### src/rtl/led_pwm_ctrl.sv
// Multi-channel LED PWM controller: shared prescaler/PWM counter, per-channel
// double-buffered duty/mode, and OFF/STATIC/BLINK/BREATHE effective-duty shaping.
module led_pwm_ctrl #(
    parameter int CHANNELS   = 3,
    parameter int PWM_BITS   = 8,
    parameter int PRESCALE   = 16,
    parameter int BLINK_LOG2 = 4
) (
    input  logic                         clk,
    input  logic                         rst,
    input  logic                         en,
    input  logic [CHANNELS*PWM_BITS-1:0] duty,
    input  logic [2*CHANNELS-1:0]        mode,
    input  logic                         load,
    output logic [CHANNELS-1:0]          led_out,
    output logic                         period_start
);

    localparam int PS_W = (PRESCALE > 1) ? $clog2(PRESCALE) : 1;
    localparam logic [PS_W-1:0] PS_MAX = PS_W'(PRESCALE - 1);

    typedef enum logic [1:0] {
        MODE_OFF     = 2'b00,
        MODE_STATIC  = 2'b01,
        MODE_BLINK   = 2'b10,
        MODE_BREATHE = 2'b11
    } mode_t;

    typedef enum logic {
        DIR_UP   = 1'b0,
        DIR_DOWN = 1'b1
    } dir_t;

    logic [PS_W-1:0]       r_pcnt;
    logic [PWM_BITS-1:0]   r_cnt;
    logic [BLINK_LOG2-1:0] r_bcnt;
    logic                  r_blink_phase;

    logic [PWM_BITS-1:0]   r_pend_duty [CHANNELS];
    mode_t                 r_pend_mode [CHANNELS];
    logic                  r_pend_valid;
    logic [PWM_BITS-1:0]   r_act_duty  [CHANNELS];
    mode_t                 r_act_mode  [CHANNELS];

    logic [PWM_BITS-1:0]   r_lvl [CHANNELS];
    dir_t                  r_dir [CHANNELS];

    logic [CHANNELS-1:0]   r_led;
    logic                  r_period_start;

    logic                  w_tick;
    logic                  w_boundary;
    logic                  w_update;
    logic                  w_cycle_start;
    logic [PWM_BITS-1:0]   w_nxt_duty [CHANNELS];
    mode_t                 w_nxt_mode [CHANNELS];
    logic [PWM_BITS-1:0]   w_lvl_nxt  [CHANNELS];
    dir_t                  w_dir_nxt  [CHANNELS];
    logic [PWM_BITS-1:0]   w_eff      [CHANNELS];
    logic [CHANNELS-1:0]   w_pwm_raw;

    function automatic logic [PWM_BITS-1:0] f_eff_duty(
        input mode_t               m,
        input logic [PWM_BITS-1:0] d,
        input logic [PWM_BITS-1:0] lvl,
        input logic                phase
    );
        logic [PWM_BITS-1:0] res;
        res = '0;
        case (m)
            MODE_OFF:     res = '0;
            MODE_STATIC:  res = d;
            MODE_BLINK:   res = phase ? '0 : d;
            MODE_BREATHE: res = lvl;
            default:      res = '0;
        endcase
        return res;
    endfunction

    assign w_tick        = en && (r_pcnt == PS_MAX);
    assign w_boundary    = w_tick && (r_cnt == '1);
    assign w_update      = w_boundary && (load || r_pend_valid);
    // First cycle of a period: counter just wrapped or en just rose.
    assign w_cycle_start = en && (r_cnt == '0) && (r_pcnt == '0);

    // A load coinciding with the boundary bypasses the pending stage.
    always_comb begin
        for (int i = 0; i < CHANNELS; i++) begin
            w_nxt_duty[i] = r_act_duty[i];
            w_nxt_mode[i] = r_act_mode[i];
            if (w_update) begin
                if (load) begin
                    w_nxt_duty[i] = duty[i*PWM_BITS +: PWM_BITS];
                    w_nxt_mode[i] = mode_t'(mode[2*i +: 2]);
                end else begin
                    w_nxt_duty[i] = r_pend_duty[i];
                    w_nxt_mode[i] = r_pend_mode[i];
                end
            end
        end
    end

    always_comb begin
        for (int i = 0; i < CHANNELS; i++) begin
            w_lvl_nxt[i] = r_lvl[i];
            w_dir_nxt[i] = r_dir[i];
            if (!en) begin
                w_lvl_nxt[i] = '0;
                w_dir_nxt[i] = DIR_UP;
            end else if (w_boundary) begin
                if ((w_nxt_mode[i] != MODE_BREATHE) || (r_act_mode[i] != MODE_BREATHE)) begin
                    w_lvl_nxt[i] = '0;
                    w_dir_nxt[i] = DIR_UP;
                end else if (w_nxt_duty[i] < r_lvl[i]) begin
                    w_lvl_nxt[i] = w_nxt_duty[i];
                    w_dir_nxt[i] = DIR_DOWN;
                end else if (r_dir[i] == DIR_UP) begin
                    if (r_lvl[i] < w_nxt_duty[i]) begin
                        w_lvl_nxt[i] = r_lvl[i] + PWM_BITS'(1);
                    end else begin
                        w_dir_nxt[i] = DIR_DOWN;
                    end
                end else begin
                    if (r_lvl[i] != '0) begin
                        w_lvl_nxt[i] = r_lvl[i] - PWM_BITS'(1);
                    end else begin
                        w_dir_nxt[i] = DIR_UP;
                    end
                end
            end
        end
    end

    always_comb begin
        w_pwm_raw = '0;
        for (int i = 0; i < CHANNELS; i++) begin
            w_eff[i]     = f_eff_duty(r_act_mode[i], r_act_duty[i], r_lvl[i], r_blink_phase);
            w_pwm_raw[i] = (r_cnt < w_eff[i]);
        end
    end

    // Timebase: prescaler, PWM counter, blink counter
    always_ff @(posedge clk or posedge rst) begin
        if (rst) begin
            r_pcnt        <= '0;
            r_cnt         <= '0;
            r_bcnt        <= '0;
            r_blink_phase <= 1'b0;
        end else if (!en) begin
            r_pcnt        <= '0;
            r_cnt         <= '0;
            r_bcnt        <= '0;
            r_blink_phase <= 1'b0;
        end else begin
            r_pcnt <= w_tick ? '0 : r_pcnt + PS_W'(1);
            if (w_tick) begin
                r_cnt <= r_cnt + PWM_BITS'(1);
            end
            if (w_boundary) begin
                r_bcnt <= r_bcnt + BLINK_LOG2'(1);
                if (r_bcnt == '1) begin
                    r_blink_phase <= ~r_blink_phase;
                end
            end
        end
    end

    // Settings: pending capture and active registers
    always_ff @(posedge clk or posedge rst) begin
        if (rst) begin
            r_pend_valid <= 1'b0;
            for (int i = 0; i < CHANNELS; i++) begin
                r_pend_duty[i] <= '0;
                r_pend_mode[i] <= MODE_OFF;
                r_act_duty[i]  <= '0;
                r_act_mode[i]  <= MODE_OFF;
            end
        end else begin
            if (w_boundary) begin
                r_pend_valid <= 1'b0;
            end else if (load) begin
                r_pend_valid <= 1'b1;
            end
            for (int i = 0; i < CHANNELS; i++) begin
                if (load) begin
                    r_pend_duty[i] <= duty[i*PWM_BITS +: PWM_BITS];
                    r_pend_mode[i] <= mode_t'(mode[2*i +: 2]);
                end
                r_act_duty[i] <= w_nxt_duty[i];
                r_act_mode[i] <= w_nxt_mode[i];
            end
        end
    end

    // Breathe level/direction state
    always_ff @(posedge clk or posedge rst) begin
        if (rst) begin
            for (int i = 0; i < CHANNELS; i++) begin
                r_lvl[i] <= '0;
                r_dir[i] <= DIR_UP;
            end
        end else begin
            for (int i = 0; i < CHANNELS; i++) begin
                r_lvl[i] <= w_lvl_nxt[i];
                r_dir[i] <= w_dir_nxt[i];
            end
        end
    end

    // Output stage: one cycle behind the counter value it reflects
    always_ff @(posedge clk or posedge rst) begin
        if (rst) begin
            r_led          <= '0;
            r_period_start <= 1'b0;
        end else begin
            r_led          <= en ? w_pwm_raw : '0;
            r_period_start <= w_cycle_start;
        end
    end

    assign led_out      = r_led;
    assign period_start = r_period_start;

endmodule

### config.mk
export PLATFORM = sky130hd
export DESIGN_NAME = led_pwm_ctrl
export DESIGN_NICKNAME = d
export VERILOG_FILES = /design/src/rtl/led_pwm_ctrl.sv
export SDC_FILE = /design/constraint.sdc
export NUM_CORES = 1
export LEC_CHECK = 0
export CORE_MARGIN = 2
export CORE_UTILIZATION = 45
export DETAILED_ROUTE_END_ITERATION = 12
export SLEW_MARGIN = 20
export SYNTH_ARGS = -nofsm -noshare
export SYNTH_HDL_FRONTEND = slang
export SYNTH_SLANG_ARGS = --single-unit
### constraint.sdc
create_clock -name clk -period 5.6 [get_ports clk]
set_input_delay 0.56 -clock clk [delete_from_list [all_inputs] [get_ports clk]]
set_output_delay 0.56 -clock clk [all_outputs]
set_load 0.01 [all_outputs]
==> results.toml, run 1 <==
[run_status]
run_status = "completed"

[placement]
post-place-cells = 981
detailedPlace.worstSlack_ns = 0.983
gp_congestion = 0.929
port_buffers = 37
detailedPlacementHpwl_um = 13500
postPlaceCellArea_mm2 = 0.00775

[global_route]
grt_pass1_vias = 5791
grt_max_degree = 66
globalRouteOverflowTotal = 0
grt_first_pass_wirelength_um = 29400
antenna_found_initial = 0
grt_use_total_pct = 22.4

[die]
io_pins = 38
core_area_mm2 = 0.0157
die_h_um = 130
initial_core_util_pct = 45.4
site_rows = 46
die_w_um = 130
die_area_mm2 = 0.0169

[timing]
setup_viol = 0
ratio_of_final_minimum_period_to_clock_period_pct = 79.1
min_tclk_post_route_ns = 4.43
clock-skew-final_ns = 0.0101
maxSlewHeadroom_pct = 43.9
layout_setup_ws_ns = 1.17
rsz0062_at_grt = "no"
fin_tns_setup_ns = 0
clock.fmax_mhz = 226
hold_ws_ns = 0.480
final_hold_viol_count = 0
timing_worst_slew_pin_value_ns = 0.842
timing_max_transition_violations_final = 0

[clocking]
cts_buffers = 9
insertion_delay_ns = 0.36
tritoncts = "built"
post_cts.resized_instances = 0
cts.path.max_buffers = 2
clk_pin_slew_ns = 0.08
post_cts.repair.setup_buffers = 0
cts_max_level = 3
numClockSinks = 109
holdBufCountCts = 0
root_buffer_selected_by_cts = "sky130_fd_sc_hd__clkbuf_16"

[route]
antenna_violating_nets_post_route = 0
drt_first_iter_violations = 452
via_count = 5680
drtPass1Iterations = 5
drt-total-wl_um = 17900
avgRoutedWirePerCell_um = 18.0
routed_via_density = 5.70
detail_route.drc_violations = 0

[critical_path]
worstRegToRegCells = 16
critPathLaunchType = "flop"
regToRegSetupSlack_ns = 1.17
rr_startpoint = "r_cnt[1]"
worst_setup_path_endpoint = "r_lvl[9]"
timing.critical_path.to_type = "flop"
required_ns = 5.84
critical_path.reg2reg.endpoint = "r_lvl[9]"
setup.worst_path.class = "reg2reg"
worst-endpoint-arrival_ns = 4.66
crit_path_max_fanout = 12
crit_start = "r_cnt[1]"

[layout]
design_area_mm2 = 0.00805
layout.nets = 875
instances_no_fill = 997
layout-area-overhead-vs-synth_pct = 12.8
fin_util_pct = 51.2
drive_gt1_share_pct = 8.45
antennaDiodeCount = 0

[min_path]
hold-path-cell-count = 2
holdCritPathClass = "reg2reg"

[yosys]
synth.yosys.seq_area_share_pct = 38.2
netlist-cell-type-count = 62
synth_top_family_by_area = "compound AO/OA/AOI/OAI gates"
syn_area_per_cell_um2 = 9.64
yosys_register_bits = 109
post_synth_mux_area_share_pct = 8.71
ys.flop_type = "sky130_fd_sc_hd__dfrtp_1"
synth_async_sr_flop_share_pct = 100
synth_area_leaders = "sky130_fd_sc_hd__dfrtp_1 38%, sky130_fd_sc_hd__ha_1 11%, sky130_fd_sc_hd__nand2_1 5.6%"
synth_enable_flop_cells = 0
post_synthesis_net_count = 839
yosys.area.top_type_share_pct = 38.2
synth.cell_area_mm2 = 0.00714
post_synth_and_or_nand_nor_area_fraction_pct = 15.8
area_fraction_in_compound_gates_after_synthesis_pct = 17.9
yosys.area_share.adder_pct = 12.0
syn-instance-count = 740
warnings_synthesis = 0
synth_top_area_cell = "sky130_fd_sc_hd__dfrtp_1"
synth-xor-area-share_pct = 3.68

[pwr]
totalPowerFinal_mw = 1.58
p_per_area_mw_per_mm2 = 196
power.ir.vdd_worst_mv = 0.171
total_leakage_power_nw = 3.82

[flow_run]
max-cap-violations = 0
==> state kept, by name (all words and copies together) (netlist names) <==
signal         count
r_pend_mode        6
r_pend_valid       1
r_act_duty        24
r_act_mode         6
led_out            3
r_dir              3
r_pend_duty       24
r_pcnt             4
r_lvl             24
period_start       1
r_cnt              8
r_bcnt             4
r_blink_phase      1
==> report_power, final <==
group	internal, mW	switching, mW	leakage, nW
combinational	0.0487	0.0575	2.24
sequential	0.810	0.00725	1.44
clock	0.349	0.308	0.146
total	1.21	0.373	3.82
==> worst min-delay path by stage <==
stage / startpoint / to / slack [ns]
floorplan: r_pend_duty[17] / r_pend_duty[17] / 0.44
global placement: r_pend_duty[17] / r_pend_duty[17] / 0.47
detailed placement: r_pend_duty[9] / r_pend_duty[9] / 0.47
CTS: r_pend_duty[9] / r_pend_duty[9] / 0.49
global route: r_pend_duty[19] / r_pend_duty[19] / 0.52
finish: r_pend_duty[9] / r_pend_duty[9] / 0.48
==> synth_stat cells, drive strengths merged (5+ instances only) <==
library cell,count
dfrtp,109
nand2,106
ha,62
inv,48
o21ai,37
mux2i,34
nor2,34
a21oi,29
xnor2,27
mux2,25
a22oi,23
o2bb2ai,15
and2,14
a21o,13
nor4,13
nand3,12
o211ai,12
nor3,11
buf,10
clkbuf,10
o21a,8
and3,7
nor2b,7
o211a,6
a21boi,5
or4,5
==> worst max-delay path, stage by stage, from the launching register on <==
cell and delay, ns:
sky130_fd_sc_hd__dfrtp_1 0.54, sky130_fd_sc_hd__ha_1 0.28, sky130_fd_sc_hd__nand3_4 0.15, sky130_fd_sc_hd__nor4_4 0.76, sky130_fd_sc_hd__buf_4 0.28, sky130_fd_sc_hd__nand2_1 0.07, sky130_fd_sc_hd__nand2_1 0.16, sky130_fd_sc_hd__inv_1 0.06
sky130_fd_sc_hd__ha_1 0.32, sky130_fd_sc_hd__nand2_1 0.10, sky130_fd_sc_hd__nor2b_1 0.05, sky130_fd_sc_hd__o21a_1 0.19, sky130_fd_sc_hd__o21ai_1 0.13, sky130_fd_sc_hd__o211a_1 0.21, sky130_fd_sc_hd__mux2i_1 0.41, sky130_fd_sc_hd__nand2_1 0.33
sky130_fd_sc_hd__o2bb2ai_1 0.23
==> metal layers <==
metal	global-route usage, %	vias up	share of wire [%]
met1	30.4	2783	47
met3	3.69	36	3.3
met5	0	-	0
met4	7.53	0	2.3
met2	36.9	113	47
li1	-	2748	-
==> cell families after synthesis <==
family | count (synthesis)
compound gates | 177
xor+xnor | 30
fa+ha+maj | 67
buf+inv | 68
flops | 109
mux | 59
simple gates | 230
==> cell usage in the layout, fill, tap and decap left out, types with 6 or more instances in the layout <==
| cell | synthesis | layout |
|---|---|---|
| sky130_fd_sc_hd__mux2i_1 | 34 | 34 |
| sky130_fd_sc_hd__buf_4 | 0 | 8 |
| sky130_fd_sc_hd__o211ai_1 | 9 | 9 |
| sky130_fd_sc_hd__and2_1 | 14 | 14 |
| sky130_fd_sc_hd__inv_1 | 48 | 47 |
| sky130_fd_sc_hd__nand2_1 | 106 | 106 |
| sky130_fd_sc_hd__nor2b_1 | 7 | 7 |
| sky130_fd_sc_hd__a21oi_1 | 28 | 28 |
| sky130_fd_sc_hd__o21ai_0 | 32 | 32 |
| sky130_fd_sc_hd__o2bb2ai_1 | 15 | 15 |
| sky130_fd_sc_hd__o21a_1 | 8 | 8 |
| sky130_fd_sc_hd__nor3_1 | 11 | 11 |
| sky130_fd_sc_hd__nand3_1 | 10 | 10 |
| sky130_fd_sc_hd__a21o_1 | 13 | 13 |
| sky130_fd_sc_hd__a22oi_1 | 23 | 23 |
| sky130_fd_sc_hd__nor2_1 | 34 | 34 |
| sky130_fd_sc_hd__and3_1 | 7 | 7 |
| sky130_fd_sc_hd__ha_1 | 62 | 62 |
| sky130_fd_sc_hd__clkbuf_16 | 0 | 9 |
| sky130_fd_sc_hd__xnor2_1 | 27 | 27 |
| sky130_fd_sc_hd__o211a_1 | 6 | 6 |
| sky130_fd_sc_hd__clkdlybuf4s50_1 | 0 | 36 |
| sky130_fd_sc_hd__dfrtp_1 | 109 | 109 |
| sky130_fd_sc_hd__mux2_2 | 25 | 25 |
| sky130_fd_sc_hd__nor4_1 | 11 | 11 |
==> area by class of cell <==
| cell class | instances | area (µm²) |
|---|---|---|
| multi-input cells | 563 | 4150 |
| repair buffers | 45 | 425 |
| inverters | 48 | 183 |
| flip-flops and latches | 109 | 2730 |
| well taps | 216 | 270 |
| clock inverters | 7 | 73.8 |
| fillers | 1445 | 7660 |
| clock buffers | 9 | 225 |
Note: power is estimated with default switching activity, not from simulation.
==> run 2, diff against run 1 <==
Clock period 5.6 ns to 4.4 ns, I/O delays scaled along.
==> run 2 against run 1 <==
Non-clock buffer count is 4 higher; critical path depth is 1 lower; sequential share of layout area is 0.22 points lower; final area is 0.67% higher; die area stayed put; cell count is 0.40% higher; maximum frequency is 7.9% higher; via count is 0.60% higher; sequential cell count stayed put; largest cell class unchanged.
==> results.toml, run 2 (same netlist as run 1, synthesis figures left out) <==
[layout]
drive_gt1_share_pct = 8.79
layout.nets = 879
multiInputGateArea_mm2 = 0.00415
final_cell_mix = "109 x sky130_fd_sc_hd__dfrtp_1, 106 x sky130_fd_sc_hd__nand2_1, 62 x sky130_fd_sc_hd__ha_1"
design_area_mm2 = 0.00810
fillers = 1426
ff_latch_area_mm2 = 0.00273
antennaDiodeCount = 0
instances_no_fill = 1001
biggestRegsByFlops = "r_act_duty (24), r_lvl (24), r_pend_duty (24)"
most_common_cell_after_layout_fill_and_taps_aside = "sky130_fd_sc_hd__dfrtp_1"
fin_util_pct = 51.6
layout-area-overhead-vs-synth_pct = 13.6

[pwr]
total_leakage_power_nw = 3.86
power.ir.vdd_worst_mv = 0.173
p_per_area_mw_per_mm2 = 254
totalPowerFinal_mw = 2.06

[critical_path]
crit_path_max_fanout = 18
critPathLaunchType = "flop"
slowest_delay_ns = 0.61
timing.critical_path.to_type = "flop"
worst-endpoint-arrival_ns = 4.35
setup.worst_path.class = "reg2reg"
cp_common_cell = "sky130_fd_sc_hd__nand2_1"
required_ns = 4.64
ordered_cell_list_for_the_critical_path = "ha_1 > nand3_4 > or4_1 > buf_4 > nand2_1 > nand2_1 > inv_1 > ha_1 > nor3b_1 > o21a_1 > o21ai_1 > o211a_1 > mux2i_1 > nand2_1 > o2bb2ai_1"
critical_path.slowest_cell = "sky130_fd_sc_hd__or4_1"

[flow_run]
max-cap-violations = 0

[clocking]
tritoncts = "built"
root_buffer_selected_by_cts = "sky130_fd_sc_hd__clkbuf_16"
insertion_delay_ns = 0.36
cts_max_level = 3
cts_buffers = 9
post_cts.resized_instances = 0
cts.path.max_buffers = 2
post_cts.repair.setup_buffers = 0
holdBufCountCts = 0
clk_pin_slew_ns = 0.07
numClockSinks = 109

[timing]
maxSlewHeadroom_pct = 41.3
clock-skew-final_ns = 0.00781
timing_worst_slew_pin_value_ns = 0.880
min_tclk_post_route_ns = 4.11
fin_tns_setup_ns = 0
hold_ws_ns = 0.490
clock.fmax_mhz = 244
timing_max_transition_violations_final = 0
layout_setup_ws_ns = 0.295
rsz0062_at_grt = "no"
ratio_of_final_minimum_period_to_clock_period_pct = 93.3
final_hold_viol_count = 0
setup_viol = 0

[route]
drt_first_iter_violations = 349
detail_route.drc_violations = 0
routed_via_density = 5.71
avgRoutedWirePerCell_um = 17.9
antenna_violating_nets_post_route = 0
drt-total-wl_um = 17900
via_count = 5714
drtPass1Iterations = 5

[placement]
detailedPlacementHpwl_um = 13500
detailedPlace.worstSlack_ns = 0.256
port_buffers = 37
postPlaceCellArea_mm2 = 0.00778
gp_congestion = 0.875
post-place-cells = 985

[die]
die_w_um = 130
site_rows = 46
die_area_mm2 = 0.0169
die_h_um = 130
initial_core_util_pct = 45.4
io_pins = 38
core_area_mm2 = 0.0157

[global_route]
grt_busiest_layer = "met2"
grt_use_met2_pct = 37.5
grt_use_total_pct = 22.5
globalRouteOverflowTotal = 0
met1_usage_pct = 30.3
antenna_found_initial = 0
grt_util_met3_pct = 2.83
grt_first_pass_wirelength_um = 29500
grt_max_degree = 71
grt_pass1_vias = 5708

[min_path]
holdCritPathClass = "reg2reg"

[run_status]
run_status = "completed"
## run 2: final timing paths
kind / start / endpoint / slack (ns) / cells after the start
setup / recovery: r_cnt[1] / r_lvl[13] / 0.29 / 15
hold / removal: r_pend_duty[23] / r_pend_duty[23] / 0.49 / 2
setup reg to reg: r_cnt[1] / r_lvl[13] / 0.29 / 15
hold reg to reg: r_pend_duty[23] / r_pend_duty[23] / 0.49 / 2
max in group asynchronous: rst / r_dir[2] / 2.92 / 3
min in group asynchronous: rst / r_pcnt[0] / 0.61 / 2
## run 2: worst max-delay path, delay by kind of cell, from the launching register on
family | cells | cell delay, ns
multiplexers | 1 | 0.41
AO/OA/AOI/OAI | 4 | 0.76
AND/OR/NAND/NOR | 6 | 1.38
flip-flops | 1 | 0.56
adder cells (fa/ha/maj) | 2 | 0.55
buffers and inverters | 2 | 0.31
## run 2: layout make-up
class | instances | area share (%)
Inverter | 48 | 2.25
Timing Repair Buffer | 49 | 5.62
Clock inverter | 2 | 0.479
Sequential cell | 109 | 33.7
Multi-Input combinational cell | 563 | 51.2
Tap cell | 216 | 3.33
Clock buffer | 14 | 3.50
## run 2: layer usage
| metal | routed length (µm) | part of all wire (%) |
|---|---|---|
| met1 | 8370 | 47 |
| met5 | 0 | 0 |
| met4 | 386 | 2.2 |
| met2 | 8620 | 48 |
| met3 | 514 | 2.9 |
## run 2: power breakdown
part	switching, mW	internal [mW]	total [mW]	leakage (nW)
registers	0.00913	1.03	1.04	1.44
logic	0.0719	0.0625	0.134	2.26
clock network	0.375	0.506	0.880	0.159
total	0.456	1.60	2.06	3.86
==> run 3, diff against run 2 <==
Settings changed: CTS_CLUSTER_DIAMETER set to 30.
==> results of run 3 <==
Final layout, timing and power as in run 2 (identical DEF).
